**config.mk**
```make
export PLATFORM = sky130hd
export DESIGN_NAME = turbo_enc_frame
export DESIGN_NICKNAME = d
export VERILOG_FILES = /design/src/rtl/turbo_enc_pkg.sv /design/src/rtl/rsc_enc4.sv /design/src/rtl/turbo_enc_frame.sv
export SDC_FILE = /design/constraint.sdc
export NUM_CORES = 1
export LEC_CHECK = 0
export ABC_AREA = 0
export CAP_MARGIN = 20
export CORE_UTILIZATION = 35
export DETAILED_ROUTE_END_ITERATION = 16
export DONT_BUFFER_PORTS = 1
export HOLD_SLACK_MARGIN = 0.1
export PLACE_DENSITY = 0.6
export SYNTH_ARGS = -nofsm -noshare
export SYNTH_HDL_FRONTEND = slang
export SYNTH_SLANG_ARGS = --single-unit
export TNS_END_PERCENT = 20
```
**constraint.sdc**
```tcl
create_clock -name clk -period 2.77 [get_ports clk]
set_clock_uncertainty 0.2 [all_clocks]
set_input_delay 0.554 -clock clk [delete_from_list [all_inputs] [get_ports clk]]
set_output_delay 0.554 -clock clk [all_outputs]
set_load 0.01 [all_outputs]
```
**src/rtl/turbo_enc_pkg.sv**
```systemverilog
// Shared types and constants for the framed turbo encoder.
//   enc_state_t : frame phase (load, systematic/parity, two tail phases)
//   G0_FB/G1_FF : RSC feedback/feed-forward polynomials, bit i = coefficient of D^i
//   *_DEF       : default frame length and QPP coefficients
//   TAIL_LEN    : trellis termination beats per constituent encoder
package turbo_enc_pkg;

  typedef enum logic [1:0] {
    LOAD  = 2'd0,
    ENC   = 2'd1,
    TAIL1 = 2'd2,
    TAIL2 = 2'd3
  } enc_state_t;

  // 1 + D^2 + D^3 feedback, 1 + D + D^3 feed-forward
  localparam logic [3:0] G0_FB = 4'b1101;
  localparam logic [3:0] G1_FF = 4'b1011;

  localparam int unsigned K_DEF    = 40;
  localparam int unsigned F1_DEF   = 3;
  localparam int unsigned F2_DEF   = 10;
  localparam int unsigned TAIL_LEN = 3;

endpackage

```
**src/rtl/rsc_enc4.sv**
```systemverilog
// Recursive systematic convolutional encoder, 8-state constituent code.
//   clk, rst : clock, async active-high reset (state -> 000)
//   u        : data input bit
//   adv      : advance the trellis by one step
//   term     : termination mode; input is replaced by the feedback bit
//   z        : parity bit for the current step
//   u_t      : tail (systematic) bit emitted while terminating
module rsc_enc4
  import turbo_enc_pkg::*;
(
  input  logic clk,
  input  logic rst,
  input  logic u,
  input  logic adv,
  input  logic term,
  output logic z,
  output logic u_t
);

  // s[0] = s0 (one delay) .. s[2] = s2 (three delays)
  logic [2:0] s;
  logic       fb;
  logic       u_eff;
  logic       a;

  assign fb    = ^(s & G0_FB[3:1]);
  assign u_t   = fb;
  // Feeding the feedback bit back in forces a = 0, flushing the register
  assign u_eff = term ? fb : u;
  assign a     = u_eff ^ fb;
  assign z     = (G1_FF[0] & a) ^ (^(s & G1_FF[3:1]));

  // Trellis state shift
  always_ff @(posedge clk or posedge rst) begin
    if (rst) begin
      s <= 3'b000;
    end else if (adv) begin
      s <= {s[1], s[0], a};
    end
  end

endmodule

```
**src/rtl/turbo_enc_frame.sv**
```systemverilog
// Framed rate-1/3 turbo encoder with QPP interleaver and trellis termination.
//   clk, rst             : clock, async active-high reset
//   in_bit/in_valid/in_ready : bit-serial frame input (accepted only while loading)
//   out_data             : {sys, p1, p2} beat, decoded from registered state
//   out_valid/out_ready  : output handshake
//   out_sof/out_eof      : first systematic beat / last tail beat of a frame
//   busy                 : a frame is being loaded or encoded
module turbo_enc_frame
  import turbo_enc_pkg::*;
#(
  parameter int unsigned K  = K_DEF,
  parameter int unsigned F1 = F1_DEF,
  parameter int unsigned F2 = F2_DEF
) (
  input  logic       clk,
  input  logic       rst,
  input  logic       in_bit,
  input  logic       in_valid,
  output logic       in_ready,
  output logic [2:0] out_data,
  output logic       out_valid,
  input  logic       out_ready,
  output logic       out_sof,
  output logic       out_eof,
  output logic       busy
);

  localparam int unsigned IDXW   = $clog2(K);
  localparam int unsigned IDXW1  = IDXW + 1;
  localparam int unsigned G_INIT = (F1 + F2) % K;
  localparam int unsigned G_STEP = (2 * F2) % K;

  localparam logic [IDXW:0]   K_X       = IDXW1'(K);
  localparam logic [IDXW:0]   G_STEP_X  = IDXW1'(G_STEP);
  localparam logic [IDXW-1:0] G_INIT_X  = IDXW'(G_INIT);
  localparam logic [IDXW-1:0] LAST_BIT  = IDXW'(K - 1);
  localparam logic [IDXW-1:0] LAST_TAIL = IDXW'(TAIL_LEN - 1);
  localparam logic [IDXW-1:0] PRE_TAIL  = IDXW'(TAIL_LEN - 2);

  enc_state_t      state;
  logic [IDXW-1:0] cnt;
  logic [IDXW-1:0] pi;
  logic [IDXW-1:0] g;
  logic [K-1:0]    frame_buf;

  logic load_fire;
  logic out_fire;

  assign load_fire = (state == LOAD) && in_valid;
  assign out_fire  = out_valid && out_ready;

  // Frame storage carries no reset; contents are rewritten every frame
  always_ff @(posedge clk) begin
    if (load_fire) begin
      frame_buf[cnt] <= in_bit;
    end
  end

  // Incremental QPP address: pi += g, g += 2*f2, each reduced by one subtract
  logic [IDXW:0]   pi_sum;
  logic [IDXW:0]   g_sum;
  logic [IDXW-1:0] pi_nxt;
  logic [IDXW-1:0] g_nxt;

  always_comb begin
    pi_sum = {1'b0, pi} + {1'b0, g};
    g_sum  = {1'b0, g} + G_STEP_X;
    pi_nxt = (pi_sum >= K_X) ? IDXW'(pi_sum - K_X) : IDXW'(pi_sum);
    g_nxt  = (g_sum  >= K_X) ? IDXW'(g_sum  - K_X) : IDXW'(g_sum);
  end

  // Constituent encoders: RSC1 in natural order, RSC2 through the interleaver
  logic u1, u2, z1, z2, ut1, ut2;
  logic adv1, adv2, term1, term2;

  assign u1    = frame_buf[cnt];
  assign u2    = frame_buf[pi];
  assign term1 = (state == TAIL1);
  assign term2 = (state == TAIL2);
  assign adv1  = out_fire && ((state == ENC) || term1);
  assign adv2  = out_fire && ((state == ENC) || term2);

  rsc_enc4 u_rsc1 (
    .clk  (clk),
    .rst  (rst),
    .u    (u1),
    .adv  (adv1),
    .term (term1),
    .z    (z1),
    .u_t  (ut1)
  );

  rsc_enc4 u_rsc2 (
    .clk  (clk),
    .rst  (rst),
    .u    (u2),
    .adv  (adv2),
    .term (term2),
    .z    (z2),
    .u_t  (ut2)
  );

  // Beat payload is a pure mux of registered state, so it is stable under stall
  always_comb begin
    out_data = 3'b000;
    case (state)
      ENC:     out_data = {u1, z1, z2};
      TAIL1:   out_data = {ut1, z1, 1'b0};
      TAIL2:   out_data = {ut2, 1'b0, z2};
      default: out_data = 3'b000;
    endcase
  end

  // Frame sequencer with registered handshake/framing outputs
  always_ff @(posedge clk or posedge rst) begin
    if (rst) begin
      state     <= LOAD;
      cnt       <= '0;
      pi        <= '0;
      g         <= G_INIT_X;
      in_ready  <= 1'b1;
      out_valid <= 1'b0;
      out_sof   <= 1'b0;
      out_eof   <= 1'b0;
      busy      <= 1'b0;
    end else begin
      case (state)
        LOAD: begin
          if (in_valid) begin
            busy <= 1'b1;
            if (cnt == LAST_BIT) begin
              state     <= ENC;
              cnt       <= '0;
              in_ready  <= 1'b0;
              out_valid <= 1'b1;
              out_sof   <= 1'b1;
            end else begin
              cnt <= cnt + IDXW'(1);
            end
          end
        end
        ENC: begin
          if (out_ready) begin
            pi      <= pi_nxt;
            g       <= g_nxt;
            out_sof <= 1'b0;
            if (cnt == LAST_BIT) begin
              state <= TAIL1;
              cnt   <= '0;
            end else begin
              cnt <= cnt + IDXW'(1);
            end
          end
        end
        TAIL1: begin
          if (out_ready) begin
            if (cnt == LAST_TAIL) begin
              state <= TAIL2;
              cnt   <= '0;
            end else begin
              cnt <= cnt + IDXW'(1);
            end
          end
        end
        TAIL2: begin
          if (out_ready) begin
            if (cnt == LAST_TAIL) begin
              state     <= LOAD;
              cnt       <= '0;
              pi        <= '0;
              g         <= G_INIT_X;
              in_ready  <= 1'b1;
              out_valid <= 1'b0;
              out_eof   <= 1'b0;
              busy      <= 1'b0;
            end else begin
              cnt <= cnt + IDXW'(1);
              if (cnt == PRE_TAIL) begin
                out_eof <= 1'b1;
              end
            end
          end
        end
        default: state <= LOAD;
      endcase
    end
  end

endmodule

```
==> out/summary.txt, run 1 <==
outcome - finished, violations left
failing checks - negative setup slack
max-slew headroom at the worst pin - 50.0%
drt wl/cell - 17.1 um
critical path required time - 2020 ps
Async S/R FF share, synth - 42.9%
Switching Share - 39.1%
post-synthesis mux area share - 10.4%
CTS Buffer Depth - 2
Clock transition at path regs - 50 ps
Layout Nets - 466
Synth Area in Compound Gates - 13.6%
Die ar. - 12,600 um^2
Synthesized Nets - 434
Crit. End Element - output pin
fmax - 309 MHz
sequential share of the synthesized area - 45.9%
core area - 11,700 um^2
num rows - 39
Crit Path Category - flop to output pin
port bufs - 0
Post-Syn Area per Cell - 10.3 um^2
global route total overflow - 0
Yosys reg bits - 70
Synth Instances - 412
hpwl dp - 7640 um
Top Ports - 13
number of max-cap violations - 0
CTS tree - yes
DR vias/cell - 5.52
Final Hold Viols - 0
total number of vias - 3,266
sequential share of power - 27.1%
gr usage total - 17.7%
Post-Route WL - 10,100 um
Initial DRT Pass Iterations - 4
Adder-Cell Fraction of Synth Area - 4.99%
Primary FF master, synth - edfxtp_1
fin crit share - 117%
initial antenna violation count - 0
CP Launch Type - flop
clk sinks - 70
most common cell after layout, fill and taps aside - nor2_1
die span in x - 112 um
antenna viol nets, final - 0
shortest period the worst path allows - 3230 ps
hold crit path type - input pin to flop
WP data arrival - 2480 ps
vias in the first global route - 3,357
synth warn - 0
Worst-Skew Late Latency - 330 ps
final core utilization - 43.3%
DRC - 0
CP max FO - 5
Die Y - 112 um
Cell Area, Synth - 4260 um^2
Pleak - 1.95 nW
PwrDens - 1170 nW/um^2
post-synth top area cell - edfxtp_1
root buf cell - clkbuf_16
maximum vdd drop - 0.000458 V
setup violators final - 4
first-pass GRT wire length - 17,100 um
RePlAce Congestion - 0.873
RSZ-0062 raised after global routing - true
Final Max Tran Viols - 0
H-tree levels - 3
slew at the pin closest to its max-slew limit - 740 ps
commonest cells after routing, fill and taps aside - nor2_1, nand2_1, edfxtp_1
Initial DRC Count - 310
Cell Count, Final, Fillers Out - 592
final worst slack - -461 ps
pin count of the biggest net entering global routing - 41
CTS buffer count - 9
share of cells above drive strength 1 - 21.4%
Area contributors post-synth - edfxtp_1, dfrtp_1, ha_1
Pint - 3.60 mW
Layout area overhead - 18.5%
diode count - 0
main combinational cell family by area after synthesis - simple AND/OR/NAND/NOR gates
Simple-Gate Fraction of Synth Area - 18.7%
placed insts - 570
XOR/XNOR share of the synthesized area - 2.88%
count of different cell masters after synthesis - 61
Starting Density - 36.6%
P_sw - 2.31 mW
Combinational Power Share - 53.0%
Clock power frac - 19.9%
Post-synth EDFFs - 40
Synth top area share - 28.2%
## flip-flops by register name (all words and copies together) (netlist names)
register,cells
frame_buf,40
cnt,6
pi,6
g,5
u_rsc1.s,3
u_rsc2.s,3
state,2
busy,1
in_ready,1
out_eof,1
out_sof,1
out_valid,1
## layout make-up
| class | instances | area (um^2) |
|---|---|---|
| clock buffer | 10 | 229 |
| clock inverter | 6 | 76.3 |
| fill | 1082 | 6610 |
| inverter | 9 | 33.8 |
| multi-input combinational | 311 | 2200 |
| sequential | 70 | 1960 |
| tap | 143 | 179 |
| timing repair buffer | 43 | 370 |
## routing by layer
layer | up-vias | GRT usage [%] | part of all wire [%]
met5 | - | 0 | 0
met4 | 0 | 8.27 | 1.3
met3 | 8 | 2.86 | 3.0
met2 | 51 | 28.7 | 49
met1 | 1615 | 23.3 | 46
li1 | 1592 | - | -
## cell families after synthesis
kind of cell / after synthesis
mux: 32
simple gates: 163
xor+xnor: 14
flops: 70
fa+ha+maj: 17
buf+inv: 31
compound gates: 85
## critical path: stages, from the launching register on
cell      delay, ps
dfrtp_2         410
buf_6           150
nor2b_4          50
a32o_1          260
a211oi_2        210
o22ai_1         100
or4_4           540
a2111o_1        320
nand3_2         100
## power groups by stage
| stage | registers (mW) | logic (mW) | clock network, mW |
|---|---|---|---|
| 4_1_cts | 1.60 | 3.13 | 1.20 |
| 3_5_place_dp | 1.64 | 2.98 | 0 |
| 6_report | 1.60 | 3.14 | 1.18 |
| 3_3_place_gp | 1.63 | 2.91 | 0 |
| 2_1_floorplan | 1.52 | 2.24 | 0 |
| 5_1_grt | 1.64 | 3.47 | 1.25 |
## cell usage after synthesis (4+ instances only)
master / n
nor2_1: 56
xnor2_1: 8
o21ai_0: 20
dfrtp_1: 26
dfstp_2: 4
nand2_1: 40
nor2b_1: 8
ha_1: 17
nor3_1: 13
nand3_1: 12
a31oi_1: 6
xor2_1: 6
a21oi_1: 17
edfxtp_1: 40
mux2i_1: 15
nand3b_1: 4
nor3b_1: 5
clkbuf_1: 12
a22o_1: 5
mux4_2: 9
buf_2: 6
inv_1: 9
mux2_1: 4
mux2_2: 4
## per-stage QoR
step | setup TNS, ps | hold slack (ps) | instance area, um^2 | power [mW] | setup WS [ps]
after floorplan | -8.48 | 299 | 4310 | 3.76 | -7.43
after global placement | -373 | 144 | 4670 | 4.54 | -185
after detailed placement | -549 | 150 | 4670 | 4.63 | -220
after CTS | -1360 | 110 | 5050 | 5.93 | -487
after global routing | -1780 | 109 | 5050 | 6.36 | -562
final | -1230 | 123 | 5050 | 5.92 | -461
## path summary, 6_finish.rpt
check	from	to	slack, ps	cells past startpoint
worst max-delay path	cnt[1]	out_data[1]	-460	8
worst min-delay path	in_bit	frame_buf[11]	120	0
worst max register to register	pi[0]	pi[4]	-30	11
worst min register to register	g[0]	g[0]	330	1
max in group asynchronous	rst	g[0]	1500	3
min in group asynchronous	rst	u_rsc2.s[2]	360	2
## what timing repair did
action / in CTS / in global routing
pin swaps: 1 / 1
hold buffers: 1 / 0
resized for setup: 8 / 3
endpoints found under the setup margin: 4 / 5
hold endpoints to repair: 26 / 0
setup buffers: 5 / 0
(Power assumes the default switching activity.)
==> run 2: changes to the inputs <==
--- a/config.mk
+++ b/config.mk
@@ -9,10 +9,10 @@
 export CAP_MARGIN = 20
 export CORE_UTILIZATION = 35
 export DETAILED_ROUTE_END_ITERATION = 16
-export DONT_BUFFER_PORTS = 1
 export HOLD_SLACK_MARGIN = 0.1
-export PLACE_DENSITY = 0.6
+export PLACE_DENSITY = 0.61
 export SYNTH_ARGS = -nofsm -noshare
 export SYNTH_HDL_FRONTEND = slang
+export SYNTH_HIERARCHICAL = 1
 export SYNTH_SLANG_ARGS = --single-unit
 export TNS_END_PERCENT = 20
==> out/summary.txt, run 2 <==
most common cell after layout, fill and taps aside - buf_4
max reg flops - 40
max-slew headroom at the worst pin - 73.1%
Post-Route WL - 10,200 um
Die ar. - 12,400 um^2
Crit. End Element - output pin
Final Hold Viols - 0
PwrDens - 1190 nW/um^2
synth warn - 6
Sequential Area - 1960 um^2
Post-synth top cells - nor2_1, edfxtp_1, dfrtp_1
CP max FO - 8
multi-input logic area - 2200 um^2
Top Ports - 13
critical path required time - 2020 ps
root buf cell - clkbuf_16
fin crit share - 129%
CTS tree - yes
DR vias/cell - 5.27
gr usage total - 17.9%
vias in the first global route - 3,326
fmax - 279 MHz
final instance area - 5450 um^2
count of different cell masters after synthesis - 53
diode count - 0
hpwl dp - 7400 um
Largest Register - frame_buf
number of max-cap violations - 0
Post-Syn Area per Cell - 11.1 um^2
global route total overflow - 0
Regs by FF count - frame_buf: 40 flops, cnt: 6 flops, pi: 6 flops
CTS Buffer Depth - 2
maximum vdd drop - 0.000382 V
Synth top area share - 28.8%
Post-synth EDFFs - 40
num rows - 39
drt wl/cell - 16.8 um
antenna viol nets, final - 0
Area contributors post-synth - edfxtp_1, dfrtp_1, mux4_2
WP data arrival - 2830 ps
Yosys reg bits - 70
outcome - finished, violations left
shortest period the worst path allows - 3590 ps
Synth Instances - 376
setup violators final - 5
port bufs - 12
Async S/R FF share, synth - 42.9%
Crit Path Category - flop to output pin
sequential share of the synthesized area - 46.9%
Worst-Skew Late Latency - 330 ps
fill cell count - 1,030
Initial DRT Pass Iterations - 4
Layout Nets - 484
hold_buf cts - 0
share of cells above drive strength 1 - 35.5%
clk sinks - 70
RSZ-0062 raised after global routing - true
Initial DRC Count - 216
slew at the pin closest to its max-slew limit - 404 ps
Starting Density - 36.2%
total number of vias - 3,215
Clock transition at path regs - 60 ps
Final Power - 6.48 mW
Primary FF master, synth - edfxtp_1
first-pass GRT wire length - 17,200 um
Cell Area, Synth - 4170 um^2
initial antenna violation count - 0
CP Launch Type - flop
most common cell in the netlist - nor2_1
Layout area overhead - 30.6%
Final Max Tran Viols - 0
failing checks - negative setup slack
Die Y - 111 um
Pleak - 2.16 nW
pin count of the biggest net entering global routing - 41
H-tree levels - 3
CTS buffer count - 9
core area - 11,500 um^2
hold crit path type - input pin to asynchronous set/reset pin
DRC - 0
RePlAce Congestion - 0.832
commonest cells after routing, fill and taps aside - buf_4, nor2_1, edfxtp_1
die span in x - 111 um
dpl cell area - 4960 um^2
post-synth top area cell - edfxtp_1
final worst slack - -817 ps
Synthesized Nets - 398
==> run 2: per-layer routing <==
metal | part of all wire, % | vias to the layer above | global-route usage, % | routed length, um
met4 | 2.6 | 0 | 7.93 | 271
met1 | 44 | 1578 | 23.1 | 4530
met3 | 4.2 | 17 | 3.17 | 428
met5 | 0 | - | 0 | 0
met2 | 49 | 66 | 29.6 | 5000
li1 | - | 1554 | - | -
==> run 2: cells by family (layout without fill, tap and decap cells) <==
logic type                 after synthesis  after routing  synth area share (%)
DFF                                     70             70                  46.9
muxes                                   37             37                  13.8
and+or+nand+nor                        128            128                  14.6
adders and majority gates               17             17                  5.10
buffers and inverters                   33            124                  3.60
xor gates and xnor gates                15             15                  3.15
AOI/OAI and AO/OA                       76             76                  12.8
==> run 2: report_power, final <==
group / leakage (nW) / switching (mW) / total (mW) / internal, mW
registers: 0.713 / 0.260 / 1.58 / 1.32
logic: 1.32 / 1.77 / 3.84 / 2.07
clock network: 0.125 / 0.453 / 1.06 / 0.605
total: 2.16 / 2.49 / 6.48 / 3.99
==> run 2: per-stage QoR <==
| step | hold WS (ps) | instances | worst slack [ps] | setup TNS [ps] | utilization (%) |
|---|---|---|---|---|---|
| global placement | 330 | 586 | -962 | -2960 | 43.1 |
| floorplan | 108 | 376 | -327 | -652 | - |
| global route | 309 | 610 | -997 | -3010 | 47.3 |
| detailed placement | 341 | 586 | -1040 | -3240 | 43.1 |
| CTS | 298 | 608 | -814 | -2240 | 47.1 |
| finish | 313 | 610 | -817 | -2240 | 47.3 |
==> run 2: what timing repair did <==
action / 4_1_cts / 5_1_grt
pin swaps: 16 / 2
setup buffers: 5 / 2
gates resized for setup: 47 / 2
endpoints found under the setup margin: 7 / 7
cloned: 1 / 0
hold endpoints to repair: 0 / 0
==> run 2: path summary, 6_finish.rpt <==
check	slack (ps)	endpoint	startpoint	depth (start not counted)
max	-820	out_data[0]	pi[0]	10
min	310	u_rsc2/s[0]	rst	2
max reg2reg	-100	pi[3]	pi[0]	14
min reg2reg	360	in_ready	in_ready	1
max in group asynchronous	1570	g[0]	rst	3
min in group clk	360	in_ready	in_ready	1
==> run 2: area by class of cell <==
class / count / area share (%)
Multi-Input combinational cell: 273 / 40.4
Sequential cell: 70 / 36.0
Timing Repair Buffer: 94 / 14.3
Clock buffer: 9 / 4.14
Tap cell: 143 / 3.29
Inverter: 14 / 0.965
Clock inverter: 7 / 0.896
==> run 2: worst max-delay path: stages, from the launching register on <==
cell and delay, ps:
dfrtp_1 370, buf_12 140, mux4_2 490, mux4_2 510, nand3b_1 130, o21ai_2 80, xor2_1 180, mux2i_1 160
xnor2_1 130, nor3b_2 160, buf_2 150
==> run 3: changes to the inputs <==
--- a/config.mk
+++ b/config.mk
@@ -6,7 +6,7 @@
 export NUM_CORES = 1
 export LEC_CHECK = 0
 export ABC_AREA = 0
-export CAP_MARGIN = 20
+export CORE_MARGIN = 2
 export CORE_UTILIZATION = 35
 export DETAILED_ROUTE_END_ITERATION = 16
 export HOLD_SLACK_MARGIN = 0.1
==> out/summary.txt, run 3 (same netlist as run 2, synthesis figures left out) <==
commonest cells after routing, fill and taps aside - buf_4, nor2_1, edfxtp_1
CTS Buffer Depth - 2
Crit. End Element - output pin
shortest period the worst path allows - 3610 ps
die span in x - 113 um
outcome - finished, violations left
H-tree levels - 3
num rows - 39
Layout area overhead - 31.1%
Initial DRC Count - 243
initial antenna violation count - 0
max-slew headroom at the worst pin - 72.5%
number of max-cap violations - 0
most common cell after layout, fill and taps aside - buf_4
vias in the first global route - 3,424
TNS Setup - -2270 ps
Die Y - 113 um
fmax - 277 MHz
Top Ports - 13
global route total overflow - 0
share of cells above drive strength 1 - 36.0%
Die ar. - 12,800 um^2
fin crit share - 130%
root buf cell - clkbuf_16
first-pass GRT wire length - 17,600 um
max reg flops - 40
Largest Register - frame_buf
Initial DRT Pass Iterations - 11
Crit Path Category - flop to output pin
failing checks - design-rule violations, negative setup slack
final worst slack - -841 ps
CTS buffer count - 9
Post-Route WL - 10,800 um
core area - 11,500 um^2
Final Power - 6.55 mW
CP max FO - 8
reg2reg setup slack - -110 ps
sequential share of power - 24.0%
hold crit path type - input pin to asynchronous set/reset pin
PwrDens - 1200 nW/um^2
RePlAce Congestion - 0.897
Clock power frac - 16.7%
setup violators final - 5
Worst-Skew Late Latency - 340 ps
Layout Nets - 486
maximum vdd drop - 0.000431 V
P_sw - 2.55 mW
DRC - 1
total number of vias - 3,270
clk sinks - 70
Combinational Power Share - 59.3%
DR vias/cell - 5.34
port bufs - 12
Pleak - 2.16 nW
Regs by FF count - frame_buf: 40 flops, cnt: 6 flops, pi: 6 flops
gr usage total - 17.8%
pin count of the biggest net entering global routing - 41
hpwl dp - 7690 um
critical path required time - 2020 ps
diode count - 0
Switching Share - 38.9%
RSZ-0062 raised after global routing - true
slew at the pin closest to its max-slew limit - 413 ps
drt wl/cell - 17.6 um
CP Launch Type - flop
Pint - 4.00 mW
fill cell count - 1,036
antenna viol nets, final - 0
WP data arrival - 2860 ps
Final Hold Viols - 0
Final Max Tran Viols - 0
CTS tree - yes
Starting Density - 36.2%
Clock transition at path regs - 60 ps
run 3: final timing paths:
kind,from,end,cells past startpoint
hold reg to reg,u_rsc1/s[0],u_rsc1/s[1],1
max in group asynchronous,rst,g[2],3
hold / removal,rst,u_rsc2/s[2],2
setup / recovery,pi[0],out_data[0],10
setup reg to reg,pi[2],pi[4],12
min in group clk,u_rsc1/s[0],u_rsc1/s[1],1
run 3: worst max-delay path, cell delays in order (launching register included):
cell      delay [ps]
dfrtp_1          370
buf_12           140
mux4_2           490
mux4_2           530
nand3b_1         120
o21ai_2           80
xor2_1           180
mux2i_1          160
xnor2_1          130
nor3b_2          160
buf_2            150
run 3: power by group through the flow:
| stage | Sequential, mW | Combinational, mW | Clock, mW |
|---|---|---|---|
| 4_1_cts | 1.57 | 3.62 | 1.12 |
| 6_report | 1.57 | 3.88 | 1.09 |
| 3_3_place_gp | 1.57 | 3.41 | 0 |
| 5_1_grt | 1.60 | 4.27 | 1.15 |
| 3_5_place_dp | 1.59 | 3.49 | 0 |
| 2_1_floorplan | 1.50 | 2.34 | 0 |
run 3: stage by stage:
step	hold WS, ps	cells	worst slack, ps	utilization (%)	area (um^2)
global placement	330	586	-904	43.0	4950
floorplan	108	376	-327	-	4190
global route	332	612	-959	47.5	5470
detailed placement	346	586	-968	43.0	4950
finish	312	612	-841	47.5	5470
CTS	305	606	-835	46.1	5310
run 3: cell type report:
| cell class | instances | area [um^2] | share of cell area (%) |
|---|---|---|---|
| clock buffer | 9 | 225 | 4.12 |
| clock inverter | 7 | 56.3 | 1.03 |
| inverter | 14 | 52.6 | 0.961 |
| multi-input combinational | 273 | 2210 | 40.4 |
| sequential | 70 | 1960 | 35.9 |
| tap | 143 | 179 | 3.27 |
| timing repair buffer | 96 | 785 | 14.4 |
run 3: what timing repair did:
action | in CTS | in global routing
setup buffers | 4 | 6
hold buffers | 0 | 0
endpoints found under the setup margin | 6 | 6
resized for setup | 25 | 21
pin swaps | 5 | 14
run 3: routing by layer:
metal / GRT usage [%] / vias up / wire (um)
met5: 0 / - / 0
met4: 6.83 / 0 / 189
met3: 3.91 / 18 / 587
met2: 29.7 / 88 / 5390
met1: 22.8 / 1603 / 4590
li1: - / 1561 / -
==> variant 1 (config.mk and constraints of run 1) <==
Re-encode `enc_state_t` (4 states) as Gray code, 2 bits wide.
--- a/src/rtl/turbo_enc_pkg.sv
+++ b/src/rtl/turbo_enc_pkg.sv
@@ -6,10 +6,10 @@
 package turbo_enc_pkg;
 
   typedef enum logic [1:0] {
-    LOAD  = 2'd0,
-    ENC   = 2'd1,
-    TAIL1 = 2'd2,
-    TAIL2 = 2'd3
+    LOAD  = 2'b00,
+    ENC   = 2'b01,
+    TAIL1 = 2'b11,
+    TAIL2 = 2'b10
   } enc_state_t;
 
   // 1 + D^2 + D^3 feedback, 1 + D + D^3 feed-forward
Behaviour: same outputs for any inputs over 10 cycles, from zero or initial values and one cycle with rst high; not proved beyond that.
==> variant 1 against run 1 <==
The flow still finishes with violations (negative setup slack). Setup slack lost 0.21 ns. Global-route usage shrank 0.35 points. Via count shrank 4.2%. Critical endpoint is now out_data[0]. Total power shrank 9.0%. Critical path type unchanged. Clock power shrank 4%. Area after synthesis shrank 1.5%. Die area shrank 1.4%. Core utilization shrank 0.35 points. Sequential cell count is the same. Combinational power shrank 14%. Routed wire length shrank 0.86%. Design area shrank 1.6%. Count of clock-buffer cells in the layout grew 4.
==> variant 1: results (changes against run 1) <==
stage,metric,value,unit,change
status,outcome,finished with violations,,
status,failing checks,negative setup slack,,
clock_tree,Worst-Skew Late Latency,0.33,ns,about the same
setup_path,crit-path max cell delay,0.53,ns,
placement,Setup WS pre-CTS,-0.383,ns,-0.163 ns
logic_synthesis,syn nets,416,,-4.1%
placement,area post-placement,4610,µm²,-1.3%
sta,Final setup violation count,4,,unchanged
final_layout,layout cells sized above 1,21.8,%,+0.38 points
grt,initial antenna violation count,0,,unchanged
final_layout,Fillers,1068,,-1.3%
detailed_routing,Initial DRT Pass Iterations,5,,+1
clock_tree,TritonCTS Buffers,9,,unchanged
logic_synthesis,Async SR Flop Fraction,42.9,%,unchanged
pwr,Leak Pwr,1.90,nW,-2.8%
grt,largest net degree at the start of global routing,41,,unchanged
sta,fin worst setup slack,-0.673,ns,-0.212 ns
setup_path,worst endpoint data arrival time,2.69,ns,+0.21 ns
logic_synthesis,Post-synth EDFFs,40,,unchanged
final_layout,largest registers,"frame_buf x40, cnt x6, pi x6",,
sta,setup_tns,-1.16,ns,+0.0696 ns
grt,Tot GR Track Use,17.4,%,-0.35 points
sta,Worst-Margin Slew,0.569,ns,-0.171 ns
detailed_routing,final wirelength,10100,µm,-0.86%
grt,vias in the first global route,3193,,-4.9%
setup_path,slowest CP cell,mux4_2,,
grt,first-pass GRT wire length,16700,µm,-2.6%
clock_tree,H-tree Lvls,3,,unchanged
final_layout,Final nets,450,,-3.4%
placement,port buffer count,0,,unchanged
clock_tree,clk buf depth,2,,unchanged
logic_synthesis,register area share after synthesis,46.6,%,+0.68 points
setup_path,Crit Path Max Fanout,7,,+2
detailed_routing,DRT iter0 DRCs,236,,-24%
logic_synthesis,Unique masters post-synth,60,,-1.6%
logic_synthesis,Synth warnings,0,,unchanged
logic_synthesis,Synth top cells by count,"53 x nor2_1, 40 x edfxtp_1, 37 x nand2_1",,
pwr,Max VDD drop,370,µV,-19%
logic_synthesis,Area contributors post-synth,"edfxtp_1 29%, dfrtp_1 15%, ha_1 5.4%, nor2_1 4.7%, mux4_2 4.3%",,
clock_tree,clock transition at the registers of the reported paths,0.05,ns,about the same
final_layout,ANT cells,0,,unchanged
hold_path,worst min path class,in2reg,,
placement,DP HPWL,7500,µm,-1.8%
setup_path,FF-to-FF path depth,11,,unchanged
placement,GP Congestion,0.878,,+0.53%
detailed_routing,via count,3128,,-4.2%
variant 1: cell count changes after synthesis, sizes merged, moves of 4 or more:
cell / change
nor2: -4
mux2i: -4
mux4: +5
o21ai: +4
variant 1: final timing paths:
check | start | endpoint | slack (ns)
max | pi[0] | out_data[0] | -0.67
min | in_bit | frame_buf[4] | 0.13
max reg2reg | pi[0] | pi[4] | -0.02
min reg2reg | in_ready | in_ready | 0.30
max in group asynchronous | rst | g[2] | 1.32
min in group asynchronous | rst | u_rsc2.s[2] | 0.46
variant 1: layout make-up:
class	count	share of cell area, %
Sequential cell	70	39.4
Inverter	12	0.906
Clock inverter	2	0.680
Multi-Input combinational cell	293	43.5
Timing Repair Buffer	41	6.75
Clock buffer	14	5.11
Tap cell	143	3.60
variant 1: kinds of logic after synthesis:
group / after synthesis / share of synthesized area [%]
buffers and inverters: 30 / 3.10
flip-flops: 70 / 46.6
XOR/XNOR: 16 / 3.34
multiplexers: 32 / 12.5
AND/OR/NAND/NOR: 149 / 17.0
AO/OA/AOI/OAI: 78 / 12.1
adder cells (fa/ha/maj): 18 / 5.36
variant 1: power breakdown:
part / total (W) / switching [W] / internal (W)
clock: 0.00113 / 0.000410 / 0.000720
combinational: 0.00269 / 0.00139 / 0.00130
sequential: 0.00156 / 0.000274 / 0.00129
total: 0.00539 / 0.00207 / 0.00331
variant 1: per-layer routing:
metal	vias to the layer above	GRT usage [%]	wire [µm]	share of wire, %
met5	-	0	0	0
met4	0	7.75	265	2.6
met3	20	3.48	305	3.0
met2	53	28.4	4880	49
met1	1533	22.4	4600	46
li1	1522	-	-	-
variant 1: metrics by stage:
step	util (%)	power [W]	hold slack, ns	cells
finish	43.0	0.00539	0.126	575
global route	43.0	0.00578	0.114	575
CTS	42.6	0.00534	0.111	573
detailed placement	39.9	0.00415	0.251	556
global placement	39.9	0.00409	0.248	556
floorplan	-	0.00335	0.272	393
variant 1: timing repair:
item / in CTS / in global routing
hold endpoints to repair: 8 / 0
setup endpoints to repair: 5 / 5
hold buffers: 1 / 0
pin swaps: 0 / 3
buffers inserted: 0 / 2
gates resized for setup: 6 / 10
variant 1: critical path, delay by kind of cell (launching register included):
family / cells / cell delay [ns]
compound gates: 3 / 0.74
simple gates: 2 / 0.63
mux: 1 / 0.53
flops: 1 / 0.46
==> variant 2 (config.mk and constraints of run 1) <==
Made on the original files. `K_DEF`: 40 -> 20.
--- a/src/rtl/turbo_enc_pkg.sv
+++ b/src/rtl/turbo_enc_pkg.sv
@@ -16,7 +16,7 @@
   localparam logic [3:0] G0_FB = 4'b1101;
   localparam logic [3:0] G1_FF = 4'b1011;
 
-  localparam int unsigned K_DEF    = 40;
+  localparam int unsigned K_DEF    = 20;
   localparam int unsigned F1_DEF   = 3;
   localparam int unsigned F2_DEF   = 10;
   localparam int unsigned TAIL_LEN = 3;
Formal check against the unedited RTL: same outputs for any inputs over 10 cycles, from zero or initial values and one cycle with rst high; that may be too few to reach the edited logic, so the function may still have changed.
==> variant 2 against run 1 <==
The run still ends with negative setup slack left. Count of clock-buffer cells in the layout is 5 lower. Total power is 37% lower. Area after synthesis is 31% lower. Routed wire length is 35% lower. Non-clock buffer count is 19 lower. Setup slack better by 0.30 ns. Design area is 34% lower. Sequential cell count is 23 lower. Largest power group unchanged.
==> variant 2: results (changes against run 1) <==
stage,metric,value,unit,change
logic_synthesis,"Top FF cell, synth",dfrtp_1,,
detailed_routing,Initial DRT Pass Iterations,4,,unchanged
setup_path,crit-path max cell delay,0.51,ns,-0.03 ns
grt,Tot GR Track Use,16.5,%,-1.2 points
status,outcome,finished with violations,,
final_layout,largest registers,"frame_buf x20, cnt x5, pi x5",,
sta,Final setup violation count,3,,-1
placement,GP Congestion,0.776,,-11%
grt,vias in the first global route,2200,,-34%
setup_path,Crit Path Max Fanout,6,,+1
logic_synthesis,Synth top cells by count,"40 x nor2_1, 23 x dfrtp_1, 21 x nand2_1",,
sta,Worst slew margin,59.7,%,+9.7 points
logic_synthesis,Area contributors post-synth,"edfxtp_1 20%, dfrtp_1 20%, ha_1 7.2%, nor2_1 5.1%, mux4_2 3.8%",,
final_layout,layout cells sized above 1,20.8,%,-0.59 points
logic_synthesis,Async SR Flop Fraction,57.4,%,+15 points
logic_synthesis,Unique masters post-synth,50,,-18%
logic_synthesis,register area share after synthesis,43.6,%,-2.3 points
placement,area post-placement,3140,µm²,-33%
detailed_routing,Avg WL per Cell,16.2,µm,-5.1%
detailed_routing,DRT iter0 DRCs,77,,-75%
status,failing checks,negative setup slack,,
clock_tree,H-tree Lvls,2,,-1
clock_tree,TritonCTS Buffers,5,,-4
logic_synthesis,syn nets,308,,-29%
grt,first-pass GRT wire length,11000,µm,-36%
clock_tree,Worst-Skew Late Latency,0.30,ns,-0.03 ns
pwr,Leak Pwr,1.34,nW,-31%
clock_tree,clock transition at the registers of the reported paths,0.09,ns,+0.04 ns
sta,fin worst setup slack,-0.163,ns,+0.299 ns
final_layout,Fillers,799,,-26%
setup_path,slowest CP cell,mux4_2,,
clock_tree,root buffer cell,clkbuf_8,,
final_layout,Final nets,324,,-30%
logic_synthesis,Post-synth EDFFs,20,,-50%
setup_path,worst endpoint data arrival time,2.18,ns,-0.30 ns
setup_path,Crit path max-delay family,multiplexers,,
-- variant 2: changes by cell type in the layout (fill, tap and decap cells not counted), moves of 8 or more --
cell,before,now
buf_4,37,23
clkbuf_16,9,0
edfxtp_1,40,20
mux2i_1,15,5
nand2_1,40,21
nor2_1,55,39
o21ai_0,19,11
-- variant 2: kinds of logic after synthesis --
logic type | share of synthesized area, %
simple gates | 16.2
flops | 43.6
mux | 10.8
fa+ha+maj | 7.23
xor+xnor | 3.28
buf+inv | 4.34
compound gates | 14.6
-- variant 2: worst paths after layout --
check	slack [ns]	endpoint	from	cells after the start
min reg2reg	0.33	g[0]	g[0]	1
min	0.14	frame_buf[4]	in_bit	0
min in group asynchronous	0.56	u_rsc2.s[1]	rst	3
max	-0.16	out_data[0]	pi[3]	6
max in group asynchronous	1.50	in_ready	rst	3
max reg2reg	0.24	pi[3]	pi[0]	9
-- variant 2: report_power, final --
| group | switching, W | internal, W | leakage [nW] |
|---|---|---|---|
| sequential | 0.000205 | 0.000915 | 0.511 |
| clock | 0.000234 | 0.000265 | 0.0556 |
| combinational | 0.00114 | 0.000993 | 0.773 |
| total | 0.00158 | 0.00217 | 1.34 |
-- variant 2: cell type report --
cell class	count	area [µm²]	area share [%]
Clock buffer	5	68.8	2.07
Clock inverter	3	38.8	1.17
Inverter	13	48.8	1.47
Multi-Input combinational cell	211	1560	47.1
Sequential cell	47	1280	38.7
Tap cell	105	131	3.96
Timing Repair Buffer	24	183	5.50
-- variant 2: repair_timing --
item                                    CTS  global route
setup buffers                             2             1
cloned                                    0             0
endpoints found under the hold margin    23             0
resized for setup                        10             3
endpoints found under the setup margin    3             5
pin swaps                                 2             2
hold buffers                              1             0
-- variant 2: metal layers --
layer	part of all wire (%)	global-route usage, %
met1	47	21.5
met2	47	27.1
met3	3.7	3.56
met4	1.7	6.03
met5	0	0
-- variant 2: through the flow --
stage               util (%)  setup slack (ns)  power (W)  cells
detailed placement      38.5           -0.0196    0.00313    396
global placement        38.5            0.0106    0.00309    396
finish                  40.6            -0.163    0.00375    408
floorplan                  -             0.119    0.00260    286
global route            40.6            -0.253    0.00405    408
CTS                     40.4            -0.166    0.00372    407
